`src/rtl/boot_sequencer.sv`:
```
// Boot/run controller: copies program and register images from a synchronous ROM,
// holds the core in reset, then runs it until halt or a cycle budget. Optional ZERO_FILL_EN.
module boot_sequencer #(
  parameter int ADDR_W      = 16,
  parameter int DATA_W      = 32,
  parameter int PROG_LEN    = 19,
  parameter int REG_COUNT   = 32,
  parameter int HOLD_CYCLES = 2,
  parameter int RUN_CYCLES  = 127,
  parameter int CNT_W       = 32
) (
  input  logic              clk,
  input  logic              rst,
  input  logic              start,
  output logic [ADDR_W:0]   src_addr,
  input  logic [DATA_W-1:0] src_data,
  output logic              mem_we,
  output logic [ADDR_W-1:0] mem_addr,
  output logic [DATA_W-1:0] mem_wdata,
  output logic              reg_we,
  output logic [4:0]        reg_addr,
  output logic [DATA_W-1:0] reg_wdata,
  output logic              core_rst,
  input  logic              halt,
  output logic              busy,
  output logic              done,
  output logic              timeout,
  output logic [CNT_W-1:0]  cycle_count
);

`ifdef ZERO_FILL_EN
  localparam int MEM_DEPTH = 2**ADDR_W;
`endif
  localparam logic [CNT_W-1:0] RUN_LIMIT = CNT_W'(RUN_CYCLES);

  typedef enum logic [2:0] {
    S_IDLE, S_LOAD_INST, S_LOAD_REG, S_HOLD, S_RUN, S_DONE
`ifdef ZERO_FILL_EN
    , S_FILL
`endif
  } state_e;

  state_e              state_q, state_d;
  logic [31:0]         idx_q, idx_d;
  logic [ADDR_W:0]     src_addr_q, src_addr_d;
  logic                mem_we_q, mem_we_d;
  logic [ADDR_W-1:0]   mem_addr_q, mem_addr_d;
  logic                reg_we_q, reg_we_d;
  logic [4:0]          reg_addr_q, reg_addr_d;
  logic                core_rst_q, core_rst_d;
  logic                busy_q, busy_d;
  logic                done_q, done_d;
  logic                timeout_q, timeout_d;
  logic [CNT_W-1:0]    cycle_count_q, cycle_count_d;
  logic [CNT_W-1:0]    cnt_inc;

  always_comb begin
    state_d       = state_q;
    idx_d         = idx_q;
    src_addr_d    = src_addr_q;
    mem_we_d      = 1'b0;
    mem_addr_d    = mem_addr_q;
    reg_we_d      = 1'b0;
    reg_addr_d    = reg_addr_q;
    core_rst_d    = 1'b1;
    busy_d        = busy_q;
    done_d        = done_q;
    timeout_d     = timeout_q;
    cycle_count_d = cycle_count_q;
    cnt_inc       = (cycle_count_q == '1) ? cycle_count_q : cycle_count_q + 1'b1;

    unique case (state_q)
      S_IDLE, S_DONE: begin
        if (start) begin
          state_d       = S_LOAD_INST;
          idx_d         = '0;
          src_addr_d    = '0;
          busy_d        = 1'b1;
          done_d        = 1'b0;
          timeout_d     = 1'b0;
          cycle_count_d = '0;
        end
      end
      // idx counts cycles in the state; the write for word k lands in cycle k+1
      S_LOAD_INST: begin
        if (idx_q < PROG_LEN) begin
          idx_d      = idx_q + 32'd1;
          src_addr_d = (ADDR_W+1)'(idx_q + 32'd1);
          mem_we_d   = 1'b1;
          mem_addr_d = ADDR_W'(idx_q);
        end else begin
`ifdef ZERO_FILL_EN
          if (PROG_LEN < MEM_DEPTH) begin
            state_d    = S_FILL;
            mem_we_d   = 1'b1;
            mem_addr_d = ADDR_W'(PROG_LEN);
          end else begin
            state_d    = S_LOAD_REG;
            idx_d      = '0;
            src_addr_d = (ADDR_W+1)'(PROG_LEN);
          end
`else
          state_d    = S_LOAD_REG;
          idx_d      = '0;
          src_addr_d = (ADDR_W+1)'(PROG_LEN);
`endif
        end
      end
`ifdef ZERO_FILL_EN
      S_FILL: begin
        if (mem_addr_q != '1) begin
          mem_we_d   = 1'b1;
          mem_addr_d = mem_addr_q + 1'b1;
        end else begin
          state_d    = S_LOAD_REG;
          idx_d      = '0;
          src_addr_d = (ADDR_W+1)'(PROG_LEN);
        end
      end
`endif
      S_LOAD_REG: begin
        if (idx_q < REG_COUNT) begin
          idx_d      = idx_q + 32'd1;
          src_addr_d = (ADDR_W+1)'(PROG_LEN + idx_q + 32'd1);
          reg_we_d   = 1'b1;
          reg_addr_d = 5'(idx_q);
        end else begin
          state_d = S_HOLD;
          idx_d   = '0;
        end
      end
      S_HOLD: begin
        if (idx_q == HOLD_CYCLES - 1) begin
          state_d    = S_RUN;
          core_rst_d = 1'b0;
        end else begin
          idx_d = idx_q + 32'd1;
        end
      end
      S_RUN: begin
        core_rst_d    = 1'b0;
        cycle_count_d = cnt_inc;
        if (halt || cnt_inc >= RUN_LIMIT) begin
          state_d    = S_DONE;
          core_rst_d = 1'b1;
          busy_d     = 1'b0;
          done_d     = 1'b1;
          timeout_d  = !halt;
        end
      end
      default: state_d = S_IDLE;
    endcase
  end

  always_ff @(posedge clk or negedge rst) begin
    if (!rst) begin
      state_q       <= S_IDLE;
      idx_q         <= '0;
      src_addr_q    <= '0;
      mem_we_q      <= 1'b0;
      mem_addr_q    <= '0;
      reg_we_q      <= 1'b0;
      reg_addr_q    <= '0;
      core_rst_q    <= 1'b1;
      busy_q        <= 1'b0;
      done_q        <= 1'b0;
      timeout_q     <= 1'b0;
      cycle_count_q <= '0;
    end else begin
      state_q       <= state_d;
      idx_q         <= idx_d;
      src_addr_q    <= src_addr_d;
      mem_we_q      <= mem_we_d;
      mem_addr_q    <= mem_addr_d;
      reg_we_q      <= reg_we_d;
      reg_addr_q    <= reg_addr_d;
      core_rst_q    <= core_rst_d;
      busy_q        <= busy_d;
      done_q        <= done_d;
      timeout_q     <= timeout_d;
      cycle_count_q <= cycle_count_d;
    end
  end

  // ROM data arrives in the write cycle itself, so write data is steered by the registered enables
  assign mem_wdata   = (mem_we_q && state_q == S_LOAD_INST) ? src_data : '0;
  assign reg_wdata   = reg_we_q ? src_data : '0;
  assign src_addr    = src_addr_q;
  assign mem_we      = mem_we_q;
  assign mem_addr    = mem_addr_q;
  assign reg_we      = reg_we_q;
  assign reg_addr    = reg_addr_q;
  assign core_rst    = core_rst_q;
  assign busy        = busy_q;
  assign done        = done_q;
  assign timeout     = timeout_q;
  assign cycle_count = cycle_count_q;

endmodule
```
`config.mk`:
```
export PLATFORM = sky130hd
export DESIGN_NAME = boot_sequencer
export DESIGN_NICKNAME = d
export VERILOG_FILES = /design/src/rtl/boot_sequencer.sv
export SDC_FILE = /design/constraint.sdc
export NUM_CORES = 1
export LEC_CHECK = 0
export ABC_AREA = 1
export CAP_MARGIN = 20
export CORE_MARGIN = 2
export CORE_UTILIZATION = 50
export DETAILED_ROUTE_END_ITERATION = 7
export GPL_TIMING_DRIVEN = 0
export PLACE_DENSITY = 0.86
export SYNTH_ARGS = -nofsm -noshare
export SYNTH_HDL_FRONTEND = slang
export SYNTH_SLANG_ARGS = --single-unit
```
`constraint.sdc`:
```
create_clock -name clk -period 2.6 [get_ports clk]
set_input_delay 0.78 -clock clk [delete_from_list [all_inputs] [get_ports clk]]
set_output_delay 0.78 -clock clk [all_outputs]
set_load 0.01 [all_outputs]
```
# After elaboration in Yosys (flattened, before gate mapping)
# Cells that the tools add are included.
dict set report word_totals {
  output_inout_bits 140
  inputBits 36
  ff_bits 111
}
dict set report classes {
  muxes 34
  reduce_logical 15
  magnitude_cmp 3
  n_addsub 4
  eq_ne 14
}
# op count
set ops {}
lappend ops {{two-way mux 32 bit} 7}
lappend ops {{one-hot mux 32 bit (4 select lines)} 1}
lappend ops {{adder 32 x 1 -> 32 bit (second input constant)} 2}
lappend ops {{one-hot mux 32 bit (2 select lines)} 1}
lappend ops {{two-way mux 17 bit} 3}
lappend ops {{one-hot mux 17 bit (3 select lines)} 1}
lappend ops {{== test 32 x 1 -> 1 bit (second input constant)} 1}
lappend ops {{== test 32 bit (second input constant)} 1}
lappend ops {{>= comparator 32 x 7 -> 1 bit (second input constant)} 1}
lappend ops {{less-than comparator 32 x 5 -> 1 bit (second input constant)} 1}
lappend ops {{less-than comparator 32 x 6 -> 1 bit (second input constant)} 1}
lappend ops {{adder 17 x 1 -> 17 bit (second input constant)} 1}
lappend ops {{adder 5 x 17 -> 17 bit (first input constant)} 1}
lappend ops {{two-way mux 3 bit} 5}
lappend ops {{one-hot mux 3 bit (5 select lines)} 1}
lappend ops {{!= test 2 bit (second input constant)} 7}
lappend ops {{two-way mux 1 bit} 11}
lappend ops {{AND reduction 3 bit} 3}
lappend ops {{one-hot mux 1 bit (2 select lines)} 4}
lappend ops {{== test 3 x 2 -> 1 bit (second input constant)} 2}
lappend ops {{== test 3 bit (second input constant)} 2}
lappend ops {{AND reduction 2 bit} 3}
lappend ops {{AND reduction 5 bit} 1}
lappend ops {{nonzero test 4 bit} 1}
lappend ops {{8 further kinds} 8}

# Longest topological paths before layout
# Gate-level depths: netlist of the first run.
dict set report depth {
  depth_word 6
  ltp_mapped 17
}

# Worst setup path after synthesis of the first run
# No wires, ideal clock.
dict set report synth_path {
  path_kind {flip-flop to flip-flop}
  startpoint {reg cycle_count_q[0] (netlist: cycle_count[0])}
  endpoint {reg state_q[1]}
  setup_slack_ns 0.337
  stages_incl_launch_ff 18
  setup_time_ns 0.117
  t_arrival_ns 2.147
  path_cell_list {dfrtp_1 -> ha_1 -> inv_2 -> nor2_4 -> nand2_2 -> nor2_4 -> nand2_2 -> buf_2 -> nand2_1 -> nand2_1 -> nor2_1 -> nand2_1 -> nand3_1 -> nor2_2 -> nand3_4 -> nand2_2 -> nand2_1 -> nand2_1}
}
dict set report synth_via {
  elab_chain_len 6
  word_cells_on_any_way 7
  cone_classes {add/sub (1); order compare (1); eq/ne (2); mux (1); reduce/logical (2)}
}
# element line
set synth_rtl {}
lappend synth_rtl {{from (decl)} 54} ;# logic [CNT_W-1:0] cycle_count_q, cycle_count_d;
lappend synth_rtl {{from (signal assigned)} 181} ;# cycle_count_q <= cycle_count_d;
lappend synth_rtl {{adder 32 x 1 -> 32 bit / == test 32 bit (equally long branches)} 70} ;# cnt_inc = (cycle_count_q == '1) ? cycle_count_q : cycle_count_q + 1'b1;
lappend synth_rtl {{two-way mux 32 bit (*)} 70}
lappend synth_rtl {{>= comparator 32 x 7 -> 1 bit (*)} 143} ;# if (halt || cnt_inc >= RUN_LIMIT) begin
lappend synth_rtl {{logical OR 1 bit (*)} 143}
lappend synth_rtl {{!= test 2 bit (no source line) (*)} n/a}
lappend synth_rtl {{AND reduction 5 bit (no source line) (*)} n/a}
lappend synth_rtl {{to (signal assigned)} 170} ;# state_q <= state_d;
lappend synth_rtl {{to (decl)} 43} ;# state_e state_q, state_d;
# Mark *: on every way between the ends. The rest lies on a longest branch, timed or not.
# A chain may end at the register's enable or synchronous reset.

# Worst setup path after layout of the first run
dict set report layout_path {
  startpoint {reg state_q[2]}
  endpoint {out mem_wdata[25]}
}
dict set report layout_via {
  elab_chain_len 3
}
# element line
set layout_rtl {}
lappend layout_rtl {{== test 3 x 1 -> 1 bit} 186} ;# assign mem_wdata = (mem_we_q && state_q == S_LOAD_INST) ? src_data : '0;
lappend layout_rtl {{logical AND 1 bit} 186}
lappend layout_rtl {{two-way mux 32 bit} 186}
lappend layout_rtl {{to (decl)} 19} ;# output logic [DATA_W-1:0] mem_wdata,
# No other way between the ends.

==> results of run 1 <==
==> worst min-delay path by stage <==
stage / startpoint / to / slack (ns) / depth (start not counted)
floorplan: rst / busy$_DFFE_PN0P_ / 0.48 / 0
global placement: mem_addr[7]$_DFFE_PN0P_ / mem_addr[7]$_DFFE_PN0P_ / 0.45 / 2
detailed placement: mem_addr[7]$_DFFE_PN0P_ / mem_addr[7]$_DFFE_PN0P_ / 0.45 / 2
CTS: mem_addr[7]$_DFFE_PN0P_ / mem_addr[7]$_DFFE_PN0P_ / 0.47 / 2
global route: mem_addr[15]$_DFFE_PN0P_ / mem_addr[15]$_DFFE_PN0P_ / 0.49 / 2
finish: rst / cycle_count[16]$_DFFE_PN0P_ / 0.46 / 1
==> worst reg2reg max path, stage by stage (launching register included) <==
cell and delay (ns):
dfrtp_2 0.42, ha_1 0.23, nand2_1 0.14, nor2_2 0.15
inv_1 0.07, nor2_2 0.16, inv_2 0.05, nor2_1 0.12
and2_1 0.14, buf_2 0.21, nand3_1 0.17, nor2_2 0.21
xor2_1 0.17, nor2_1 0.07
==> layout make-up <==
cell class / count / area (sq um)
multi-input combinational: 648 / 3190
clock inverter: 7 / 91.3
inverter: 177 / 664
fill: 1117 / 4240
buffer: 27 / 140
sequential: 111 / 2790
clock buffer: 9 / 225
tap: 176 / 220
timing repair buffer: 180 / 1630
==> sequential cells by signal (all words and copies together) (netlist names) <==
name	flops
mem_addr	16
done	1
busy	1
src_addr	17
mem_we	1
core_rst	1
reg_addr	5
cycle_count	32
state_q	3
reg_we	1
idx_q	32
timeout	1
==> layout by cell type (no fill, tap or decap), drive strengths merged, types with 6 or more instances in the layout <==
master         Yosys  final
nand2            262    262
inv              177    179
nor2             135    135
clkdlybuf4s50      0    110
dfrtp            110    110
nand3             56     56
clkbuf            19     54
o21ai             48     48
xor2              39     39
dlygate4sd2        0     35
o22ai             25     25
nor3              21     21
nand4             18     18
buf                8     14
a21oi             12     12
nor4               7      7
ha                 6      6
==> stage by stage <==
stage | area [sq um] | setup slack, ns | TNS, ns | hold slack, ns
global placement | 8670 | -3.44 | -390.49 | 0.448
CTS | 8990 | 0.00171 | 0 | 0.474
finish | 8950 | 0.0494 | 0 | 0.460
global route | 8950 | -0.0142 | -0.0343 | 0.489
floorplan | 6700 | 0.337 | 0 | 0.484
detailed placement | 8700 | -0.273 | -12.70 | 0.454
==> report_power, final <==
part / internal [W] / switching [W] / total (W)
Clock: 0.000770 / 0.000679 / 0.00145
Sequential: 0.00189 / 0.000148 / 0.00204
Combinational: 0.000826 / 0.00147 / 0.00230
Total: 0.00349 / 0.00230 / 0.00579
==> metal layers <==
layer | share of wire | vias to the layer above | wire length [um]
met5 | 0 | - | 0
met4 | 0.021 | 0 | 410
met3 | 0.068 | 37 | 1330
met2 | 0.47 | 295 | 9130
met1 | 0.44 | 3221 | 8580
li1 | - | 3392 | -
==> kinds of logic after synthesis <==
family          count (synthesis)
xor+xnor                       42
buf+inv                       204
flops                         111
simple gates                  504
compound gates                 96
fa+ha+maj                       6
==> what timing repair did <==
item	in CTS	in global routing
cloned	0	0
setup buffers	1	3
pin swaps	1	0
setup endpoints to repair	71	54
resized for setup	82	66
==> reports/qor.csv, run 1 <==
metric,value,unit
drive_gt1_frac,0.0880,
synth_xor_area_frac,0.0549,
grt.overflow.total,0,
outcome,"complete, no violations",
crit_buf_inv,3,
async_reset_ff_frac,1.00,
cts_tree,yes,
fin_util,0.679,
placed_cells,1315,
period_needed,2.55,ns
ys_dominant_reg_cell,dfrtp_1,
yosysMostFrequentCell,nand2_1,
min_path_type,primary input to asynchronous set/reset pin,
grtUsageTotal,0.267,
synth_cells,963,
syn_nets,1005,
ant_nets,0,
netlist_area,6700,sq um
start_util,0.508,
synth_simple_gate_area_frac,0.321,
clockRootBuffer,clkbuf_16,
r2r_end,idx_q[22]$_DFFE_PN0P_,
pwr_density_cell,646,nW/um^2
numCtsBuffers,9,
yosys-top-cells-area,"dfrtp_1, nand2_1, inv_1, nor2_1, xor2_1",
synth_top_family_by_area,simple AND/OR/NAND/NOR gates,
grtUsageMet3,0.0390,
maxCapViolCount,0,
gp_congestion,0.948,
rr_startpoint,idx_q[0]$_DFFE_PN0P_,
max_stage_delay,0.41,ns
clk_latency,0.35,ns
grt_max_degree,59,
synth_common_cells,"nand2_1, inv_1, nor2_1",
rows,42,
synth_top_area_share,0.411,
diodes,0,
die-area,14300,sq um
grt_pass1_vias,6274,
leakage,4.47,nW
crit_family,buffers and inverters,
fmax,0.392,GHz
firstDrtPassIters,5,
synth-seq-cells,111,
port_buffers,175,
cts.clk_slew.worst_paths,0.08,ns
cts.path.max_buffers,2,
critPathArrivalTime,1.77,ns
gr-max-usage-layer,met2,
use_met1,0.380,
grt_first_pass_wirelength,30900,um
synth_edf_count,0,
cp_slowest_cell,dfrtp_1,
crit_path_end,mem_wdata[25],
routedWlPerCell,14.6,um
yosys.area_share.adder,0.0112,
tightest_slew,0.949,ns
viasPerCell,5.20,
min_period_over_period,0.981,
critPathLaunch,state_q[2]$_DFFE_PN0P_,
synth.distinct_cells,36,
ys_seq_area_frac,0.415,
core-area,13200,sq um
slew-limit-headroom,0.361,
power,0.00579,W
cpMostUsedCell,nand2_2,
clock-sinks,111,
maxSlewViolCount,0,
nets,1196,
synth_warnings,0,
crit_cells,7,
start_kind,flip-flop,
dp_hpwl,14600,um
syn_to_final_growth,33.6,%
rr_worst_depth,13,
vias,6945,
criticalPathCategory,flip-flop to output port,
hold_violations,0,
muxShareOfSynthArea,0,
ff2ff_setup_slack,0.15,ns
synth_compound_area_frac,0.0816,
yosysTopAreaCell,dfrtp_1,
fp.dieH,120,um
path_cells,inv_1 > nand2_2 > nor2_4 > nand2_2 > clkbuf_8 > nor2_1 > dlygate4sd2_1,
cts_hold_buf,0,
worstSetupEndpointType,output port,
synth.avg_cell_area,6.96,sq um
met2_usage,0.428,
routed_wl,19400,um
ios,176,
finalSetupViolCount,0,
drt_iter0_markers,638,
clock_skew,0.00698,ns
antenna_found_initial,0,
ir_drop,0.469,mV
final_cells,1335,
critPathRequiredTime,1.82,ns
crit_fanout,10,
htreeDepth,3,
drc,0,
die_w,120,um
Power figures use the tool's default switching activity.
==> inputs of run 2 (changes only) <==
--- a/config.mk
+++ b/config.mk
@@ -10,8 +10,9 @@
 export CORE_MARGIN = 2
 export CORE_UTILIZATION = 50
 export DETAILED_ROUTE_END_ITERATION = 7
-export GPL_TIMING_DRIVEN = 0
+export GPL_TIMING_DRIVEN = 1
 export PLACE_DENSITY = 0.86
+export SLEW_MARGIN = 0
 export SYNTH_ARGS = -nofsm -noshare
 export SYNTH_HDL_FRONTEND = slang
 export SYNTH_SLANG_ARGS = --single-unit
==> run 2 against run 1 <==
Effect of this change: die area stayed put; clock power grew 4%; design area grew 1.1%; largest power group unchanged; clock skew grew 0.0071 ns; global-route usage up 0.24 points; critical path depth fell by 3; sequential power barely moved; combinational power rose by 3%; register-to-register slack improved by 0.03 ns; total power is 1.5% higher.
==> reports/qor.csv, run 2 (same netlist as run 1, synthesis figures left out) <==
metric,value,unit,change
syn_to_final_growth,35.1,%,
cts.clk_slew.worst_paths,0.07,ns,about the same
gp_congestion,1.01,,+6.8%
fin_ws,0.0122,ns,-0.0371 ns
outcome,"complete, no violations",,
clock-sinks,111,,unchanged
crit_path_end,mem_wdata[12],,
antenna_found_initial,1,,+1
critPathLaunch,src_data[12],,
ant_nets,0,,unchanged
numCtsBuffers,9,,unchanged
seqCellArea,2780,sq um,-0.13%
ir_drop,0.358,mV,-24%
clk_latency,0.35,ns,about the same
nets,1194,,-0.17%
vias,6959,,+0.20%
rsz0062_at_grt,true,,
critPathRequiredTime,1.82,ns,about the same
core-area,13200,sq um,unchanged
period_needed,2.59,ns,+0.0371 ns
leakage,4.59,nW,+2.8%
fp.dieH,120,um,unchanged
cts_tree,yes,,
grt_max_degree,54,,-8.5%
tightest_slew,0.675,ns,-0.274 ns
start_util,0.508,,unchanged
routed_wl,19400,um,-0.48%
port_buffers,175,,unchanged
grt_pass1_vias,6382,,+1.7%
die-area,14300,sq um,unchanged
cts_hold_buf,0,,unchanged
fmax,0.386,GHz,-1.4%
ff2ff_setup_slack,0.18,ns,+0.03 ns
maxCapViolCount,0,,unchanged
die_w,120,um,unchanged
firstDrtPassIters,5,,unchanged
rows,42,,unchanged
r2r_end,state_q[2]$_DFFE_PN0P_,,
start_kind,primary input,,
maxSlewViolCount,0,,unchanged
grtUsageTotal,0.270,,+0.00235
pwr_density_cell,648,nW/um^2,+0.31%
pre_cts_ws,-0.234,ns,+0.0389 ns
grt_first_pass_wirelength,31300,um,+1.3%
critPathArrivalTime,1.81,ns,+0.04 ns
routedWlPerCell,14.5,um,-0.41%
grt.overflow.total,0,,unchanged
cts.path.max_buffers,2,,unchanged
clockRootBuffer,clkbuf_16,,
drc,0,,unchanged
final_cell_mix,"nand2_1, inv_1, nor2_1",,
min_period_over_period,0.995,,+0.0143
rr_worst_depth,15,,+2
dp_hpwl,14600,um,-0.47%
ios,176,,unchanged
fillers,1080,,-3.3%
crit_fanout,2,,-8
hold_violations,0,,unchanged
criticalPathCategory,primary input to output port,,
drive_gt1_frac,0.0709,,-0.0171
finalSetupViolCount,0,,unchanged
htreeDepth,3,,unchanged
viasPerCell,5.22,,+0.28%
worstSetupEndpointType,output port,,
multi_input_area,3150,sq um,-1.3%
slew-limit-headroom,0.550,,+0.188
fin_util,0.686,,+0.00778
min_path_type,primary input to asynchronous set/reset pin,,
rr_startpoint,cycle_count[1]$_DFFE_PN0P_,,
clock_skew,0.0141,ns,+0.00712 ns
hold_ws,0.363,ns,-0.0971 ns
layout_commonest_cell,nand2_1,,
drt_iter0_markers,727,,+14%
run 2: cell count changes in the layout (fill, tap and decap cells not counted), moves of 15 or more:
cell and change:
clkbuf_2 -24, dlygate4sd2_1 +18, clkbuf_1 -15, buf_4 +25
run 2: what timing repair did:
action | in CTS | in global routing
setup endpoints to repair | 64 | 21
setup buffers | 0 | 2
gates resized for setup | 66 | 18
run 2: cell type report:
class | count | area share
Antenna cell | 1 | 0.000276
Multi-Input combinational cell | 648 | 0.348
Timing Repair Buffer | 205 | 0.210
Inverter | 177 | 0.0734
Clock inverter | 6 | 0.00995
Clock buffer | 10 | 0.0264
Tap cell | 176 | 0.0243
Sequential cell | 111 | 0.307
run 2: through the flow:
step | cell area (sq um) | TNS (ns) | cells | total power (W)
2_1_floorplan | 6700 | 0 | 963 | 0.00326
3_3_place_gp | 8780 | -6.83 | 1315 | 0.00440
3_5_place_dp | 8780 | -7.39 | 1315 | 0.00445
4_1_cts | 9030 | 0 | 1331 | 0.00585
5_1_grt | 9050 | -0.00561 | 1334 | 0.00624
6_report | 9050 | 0 | 1334 | 0.00587
run 2: metal layers:
| layer | part of all wire | vias up | routed length (um) | global-route usage |
|---|---|---|---|---|
| li1 | - | 3379 | - | - |
| met1 | 0.44 | 3212 | 8430 | 0.379 |
| met2 | 0.47 | 321 | 9140 | 0.426 |
| met3 | 0.067 | 47 | 1300 | 0.0428 |
| met4 | 0.025 | 0 | 477 | 0.0904 |
| met5 | 0 | - | 0 | 0 |
run 2: worst min-delay path by stage:
stage                                        start                     endpoint  cells past startpoint
after floorplan                                rst             busy$_DFFE_PN0P_                      0
after global placement     mem_addr[9]$_DFFE_PN0P_      mem_addr[9]$_DFFE_PN0P_                      2
after detailed placement  mem_addr[11]$_DFFE_PN0P_     mem_addr[11]$_DFFE_PN0P_                      2
after CTS                                      rst  cycle_count[22]$_DFFE_PN0P_                      1
after global routing                           rst  cycle_count[22]$_DFFE_PN0P_                      1
final                                          rst  cycle_count[22]$_DFFE_PN0P_                      1
run 2: power breakdown:
group | leakage (nW) | switching [W] | internal [W]
Clock | 0.159 | 0.000633 | 0.000876
Combinational | 2.91 | 0.00146 | 0.000896
Sequential | 1.52 | 0.000113 | 0.00189
run 2: worst max-delay path: stages:
cell	delay (ns)
clkdlybuf4s50_1	0.48
inv_1	0.05
nor2_1	0.20
dlygate4sd2_1	0.30
